[src/rtl/screen_pkg.sv]
// Shared FSM state type and default dwell constants for the screen sequencer.
// Optional feature macro used by the top: SNITCH_POWERUP_EN.
package screen_pkg;

   typedef enum logic [1:0] {
      S_TITLE,
      S_TRACE,
      S_MSG,
      S_END
   } screen_state_t;

   localparam int DEF_SEC_CYCLES    = 50000000;
   localparam int DEF_TITLE_CYCLES  = 12500000;
   localparam int DEF_TRACE_CYCLES  = 500000000;
   localparam int DEF_MSG_CYCLES    = 250000000;
   localparam int DEF_REPLAY_CYCLES = 200000000;

   function automatic int max_of(input int a, input int b);
      return (a > b) ? a : b;
   endfunction

endpackage

[src/rtl/screen_sequencer_sec_tick.sv]
// Pausable divide-by-SEC_CYCLES generator: one-cycle tick every SEC_CYCLES enabled cycles.
module sec_tick
   import screen_pkg::*;
#(
   parameter int SEC_CYCLES = DEF_SEC_CYCLES
) (
   input  logic clock,
   input  logic reset,
   input  logic clear,
   input  logic enable,
   output logic tick
);

   localparam int W = $clog2(SEC_CYCLES + 1);

   logic [W-1:0] cnt;

   assign tick = enable && (cnt == W'(SEC_CYCLES - 1));

   always_ff @(posedge clock or posedge reset) begin
      if (reset) begin
         cnt <= '0;
      end else if (clear || tick) begin
         cnt <= '0;
      end else if (enable) begin
         cnt <= cnt + W'(1);
      end
   end

endmodule

[src/rtl/screen_sequencer.sv]
// Game screen sequencer: TITLE/TRACE/MSG/END dwell FSM with elapsed-seconds counter.
// Define SNITCH_POWERUP_EN to enable the per-screen snitch power-up window.
module screen_sequencer
   import screen_pkg::*;
#(
   parameter int SCREEN_W      = 5,
   parameter int SEC_CYCLES    = DEF_SEC_CYCLES,
   parameter int TITLE_CYCLES  = DEF_TITLE_CYCLES,
   parameter int TRACE_CYCLES  = DEF_TRACE_CYCLES,
   parameter int MSG_CYCLES    = DEF_MSG_CYCLES,
   parameter int REPLAY_CYCLES = DEF_REPLAY_CYCLES,
   parameter int TIME_W        = 32
`ifdef SNITCH_POWERUP_EN
   ,
   parameter int SNITCH_LO     = 8,
   parameter int SNITCH_HI     = 15
`endif
) (
   input  logic                clock,
   input  logic                reset,
   input  logic [SCREEN_W-1:0] total_screens,
   input  logic                pause,
   input  logic                skip,
   output logic [SCREEN_W-1:0] curr_screen,
   output logic [TIME_W-1:0]   time_out,
   output logic                end_of_game,
   output logic                play_again,
   output logic                snitch_powerup
);

   localparam int MAX_DWELL = max_of(max_of(TITLE_CYCLES, TRACE_CYCLES),
                                     max_of(MSG_CYCLES, REPLAY_CYCLES));
   localparam int CNT_W     = $clog2(MAX_DWELL + 1);

   screen_state_t       state;
   screen_state_t       nxt_state;
   logic                started;
   logic [SCREEN_W-1:0] total_lat;
   logic [SCREEN_W-1:0] nxt_screen;
   logic [CNT_W-1:0]    dwell_cnt;
   logic [CNT_W-1:0]    dwell_last;
   logic                expired;
   logic                restart;
   logic                advance;
   logic                sec_en;
   logic                sec_pulse;

   // restart covers both the first edge after reset and the END replay timeout
   always_comb begin
      dwell_last = CNT_W'(TITLE_CYCLES - 1);
      unique case (state)
         S_TRACE: dwell_last = CNT_W'(TRACE_CYCLES - 1);
         S_MSG:   dwell_last = CNT_W'(MSG_CYCLES - 1);
         S_END:   dwell_last = CNT_W'(REPLAY_CYCLES - 1);
         default: dwell_last = CNT_W'(TITLE_CYCLES - 1);
      endcase
      expired    = !pause && (dwell_cnt == dwell_last);
      restart    = !started || ((state == S_END) && expired);
      advance    = started && (state != S_END) && (skip || expired);
      nxt_screen = curr_screen + SCREEN_W'(1);
      nxt_state  = S_TRACE;
      if (nxt_screen == total_lat) begin
         nxt_state = S_END;
      end else if (nxt_screen[0]) begin
         nxt_state = S_MSG;
      end
   end

   assign sec_en = started && !pause && (state != S_END);

   sec_tick #(
      .SEC_CYCLES(SEC_CYCLES)
   ) u_sec_tick (
      .clock (clock),
      .reset (reset),
      .clear (restart),
      .enable(sec_en),
      .tick  (sec_pulse)
   );

   always_ff @(posedge clock or posedge reset) begin
      if (reset) begin
         state       <= S_TITLE;
         started     <= 1'b0;
         total_lat   <= '0;
         curr_screen <= SCREEN_W'(1);
         dwell_cnt   <= '0;
         time_out    <= '0;
         end_of_game <= 1'b0;
         play_again  <= 1'b0;
      end else begin
         play_again <= 1'b0;
         if (restart) begin
            started     <= 1'b1;
            total_lat   <= total_screens;
            curr_screen <= SCREEN_W'(1);
            dwell_cnt   <= '0;
            play_again  <= started;
            if (total_screens < SCREEN_W'(2)) begin
               state       <= S_END;
               end_of_game <= 1'b1;
            end else begin
               state       <= S_TITLE;
               end_of_game <= 1'b0;
            end
         end else if (advance) begin
            curr_screen <= nxt_screen;
            state       <= nxt_state;
            end_of_game <= (nxt_state == S_END);
            dwell_cnt   <= '0;
         end else if (!pause) begin
            dwell_cnt <= dwell_cnt + CNT_W'(1);
         end

         if (restart) begin
            time_out <= '0;
         end else if (sec_pulse && (time_out != '1)) begin
            time_out <= time_out + TIME_W'(1);
         end
      end
   end

`ifdef SNITCH_POWERUP_EN
   localparam int SS_W = $clog2(SNITCH_HI + 1);

   logic [SS_W-1:0] scr_sec;
   logic [SS_W-1:0] scr_sec_nxt;
   screen_state_t   state_nxt;

   // Follows the FSM's next state so the flag drops in the same edge TRACE is left
   always_comb begin
      state_nxt   = state;
      scr_sec_nxt = scr_sec;
      if (restart) begin
         state_nxt   = (total_screens < SCREEN_W'(2)) ? S_END : S_TITLE;
         scr_sec_nxt = '0;
      end else if (advance) begin
         state_nxt   = nxt_state;
         scr_sec_nxt = '0;
      end else if (sec_pulse && (scr_sec != SS_W'(SNITCH_HI))) begin
         scr_sec_nxt = scr_sec + SS_W'(1);
      end
   end

   always_ff @(posedge clock or posedge reset) begin
      if (reset) begin
         scr_sec        <= '0;
         snitch_powerup <= 1'b0;
      end else begin
         scr_sec        <= scr_sec_nxt;
         snitch_powerup <= (state_nxt == S_TRACE) &&
                           (scr_sec_nxt >= SS_W'(SNITCH_LO)) &&
                           (scr_sec_nxt < SS_W'(SNITCH_HI));
      end
   end
`else
   assign snitch_powerup = 1'b0;
`endif

endmodule

[config.mk]
export PLATFORM = sky130hd
export DESIGN_NAME = screen_sequencer
export DESIGN_NICKNAME = d
export VERILOG_FILES = /design/src/rtl/screen_pkg.sv /design/src/rtl/screen_sequencer_sec_tick.sv /design/src/rtl/screen_sequencer.sv
export SDC_FILE = /design/constraint.sdc
export NUM_CORES = 1
export LEC_CHECK = 0
export ABC_AREA = 1
export CAP_MARGIN = 10
export CORE_MARGIN = 5
export CORE_UTILIZATION = 49
export DETAILED_ROUTE_END_ITERATION = 10
export GPL_ROUTABILITY_DRIVEN = 0
export PLACE_DENSITY_LB_ADDON = 0.05
export SKIP_LAST_GASP = 1
export SYNTH_ARGS = -nofsm -noshare
export SYNTH_HDL_FRONTEND = slang
export SYNTH_HIERARCHICAL = 1
export SYNTH_SLANG_ARGS = --single-unit
[constraint.sdc]
create_clock -name clock -period 3.6 [get_ports clock]
set_input_delay 0.54 -clock clock [delete_from_list [all_inputs] [get_ports clock]]
set_output_delay 0.54 -clock clock [all_outputs]
set_load 0.01 [all_outputs]
==> results.yml <==
outcome:
  status: "complete, no violations"
drt:
  drc_errors: 0
  vias: 6093
  drt_first_pass_iters: 5
  wl_mm: 16.47
  drt_iter0_drc: 458
  vias_per_cell: 5.099
  ant_nets: 0
  post_drt_wl_per_cell_um: 13.78
critical_path:
  reg2reg_depth: 12
  startpoint_type: "flip-flop"
  worst-r2r-setup-slack_ns: 0.77
  regToRegStartpoint: "state[0]$_DFFE_PP0P_"
  reg2reg_to: "time_out[20]$_DFFE_PP0P_"
  critical_path_class: "flip-flop to flip-flop"
  crit_arrival_ns: 3.12
  critical_path_required_ns: 3.89
  crit_path_end_kind: "flip-flop"
  cp_max_fo: 25
placed_design:
  post-dp-hpwl_mm: 12.43
  dp.cells: 1179
  pre_cts_ws_ns: 0.6114
  port_buffers: 47
yosys:
  synthTopCellsByCount: "nand2_1 (297), nor2_1 (182), dfrtp_1 (101), inv_1 (101), nand3_1 (56)"
  yosysTopAreaCellShare_pct: 37.83
  ys_seq_elements: 102
  synth_nets: 989
  async_reset_ff_share_pct: 100.0
  ys.flop_type: "dfrtp_1"
  syn-cell-area_mm2: 0.006680
  post-synth-top-count-cell: "nand2_1"
  ys_types: 37
  yosysTopAreaCell: "dfrtp_1"
  syn_avg_cell_area_um2: 6.880
  ys_seq_area_share_pct: 38.23
  synth_warnings: 6
  synthTopCellsByArea: "dfrtp_1 (38%), nand2_1 (17%), nor2_1 (10%), inv_1 (5.7%), xor2_1 (4.9%)"
  synth_edf_count: 0
  synthCells: 971
die:
  dieArea_mm2: 0.01607
  core_area_mm2: 0.01330
  start_util_pct: 50.24
  num_io_pins: 49
  rows: 42
  die_h_um: 126.8
  dieWidth_um: 126.8
sta:
  slew_headroom_pct: 33.33
  rsz0062_at_grt: "false"
  fmax_ghz: 0.3538
  setup_ws_ns: 0.7735
  slew_violations: 0
  hold_viol: 0
  final.setup.tns_ns: 0
  min_period_over_period_pct: 78.51
  final-setup-viol-count: 0
  tightest_slew_ns: 0.9989
  period_needed_ns: 2.827
  fin_skew_ns: 0.006021
cts:
  postCtsSetupRepairBufs: 0
  cts.sinks: 102
  cts_tree: "yes"
  cts_hold_buffers: 0
  root_buffer: "clkbuf_16"
  clock_path_buffers: 2
  h-tree-depth: 3
  cts_buffers: 9
  clk_pin_slew_ns: 0.07
  cts_resized: 0
  clock_latency_ns: 0.36
global_routing:
  grt_pass1_vias: 5623
  grt_use_total_pct: 21.29
  grt_max_degree: 39
  overflow: 0
  antenna_found_initial: 0
  grt_pass1_wl_mm: 28.04
min_path:
  min_to: "total_lat[4]$_DFFE_PP0N_"
  hold_path.startpoint: "total_lat[4]$_DFFE_PP0N_"
  hp-class: "flip-flop to flip-flop"
  hold_path_depth: 2
power:
  powerDensity_mw_per_mm2: 325.4
  p_total_uw: 2466
  ir_drop_mv: 0.2412
  leakage_uw: 0.003316
cells_and_area:
  stdcell_count: 1195
  n_fill_cell: 1353
  register_area_mm2: 0.002554
  nNetsFinal: 1032
  multi_input_area_mm2: 0.003560
  antenna_cells: 0
  drive_above_1_share_pct: 6.673
  syn_to_final_growth_pct: 13.47
flow_run:
  cap_viol_max_count: 0
==> per-layer routing <==
metal / part of all wire, % / global-route usage (%) / up-vias
li1: - / - / 3137
met3: 3.9 / 2.690 / 23
met1: 49 / 30.72 / 2814
met2: 45 / 33.31 / 119
met5: 0 / 0 / -
met4: 1.8 / 7.003 / 0
==> cells by family after synthesis <==
logic type / count (synthesis) / share of synthesized area (%)
AOI/OAI and AO/OA: 33 / 2.866
xor gates and xnor gates: 44 / 5.769
adders and majority gates: 9 / 1.686
buffers and inverters: 130 / 8.560
DFF: 102 / 38.23
other: 2 / 0.1124
and+or+nand+nor: 651 / 42.78
==> sequential cells by signal (all words and copies together), names as in the netlist <==
name,flops
total_lat,5
state,2
play_again,1
u_sec_tick/cnt,26
time_out,32
started,1
dwell_cnt,29
end_of_game,1
curr_screen,5
==> report_power, final <==
group | switching, uW | internal, uW
logic | 149 | 75.4
registers | 21.1 | 1160
clock network | 449 | 609
total | 619 | 1850
==> layout by cell type (no fill, tap or decap), drive strengths merged, types with 2 or more instances in the layout <==
cell	Yosys	layout
inv	109	109
conb	2	2
clkinv	0	4
nor3	31	31
nor4	6	6
buf	16	6
nand4	33	33
a31o	2	2
nand2	306	306
nor2	197	197
ha	9	9
nand3b	10	10
nand3	62	62
dfrtp	101	101
and2	2	2
o21bai	3	3
nor3b	2	2
bufinv	0	2
xor2	37	37
xnor2	7	7
o21ai	20	20
a21oi	8	8
clkbuf	5	10
clkdlybuf4s50	0	47
==> worst max path at each step <==
stage / start / endpoint
finish: state[0]$_DFFE_PP0P_ / time_out[20]$_DFFE_PP0P_
global route: state[0]$_DFFE_PP0P_ / state[1]$_DFFE_PP0P_
CTS: state[0]$_DFFE_PP0P_ / state[1]$_DFFE_PP0P_
detailed placement: pause / time_out[20]$_DFFE_PP0P_
global placement: pause / time_out[20]$_DFFE_PP0P_
floorplan: state[0]$_DFFE_PP0P_ / time_out[15]$_DFFE_PP0P_
==> final cells by class <==
type | count | share of cell area [%]
sequential | 102 | 33.69
tap | 176 | 2.905
clock buffer | 10 | 3.021
timing repair buffer | 53 | 6.801
multi-input combinational | 739 | 46.96
clock inverter | 6 | 1.106
inverter | 109 | 5.513
==> worst max-delay path, stage by stage (launching register included) <==
cell and delay, ns:
dfrtp_1 0.47, ha_1 0.40, nor3_2 0.28, inv_1 0.10, nor3_1 0.18, nand3_1 0.09, nor2_1 0.41, nand2_4 0.16
inv_4 0.26, nand4_1 0.18, nand2_1 0.09, nand2_1 0.05, nor2_1 0.09
==> per-stage QoR <==
step	utilization, %	hold WS, ns	area [um^2]
finish	57.01	0.5129	7580
global placement	54.66	0.5080	7267
global route	57.01	0.5446	7580
CTS	57.01	0.5236	7580
floorplan	-	0.4641	6680
detailed placement	54.66	0.5062	7267
Power figures use the tool's default switching activity.
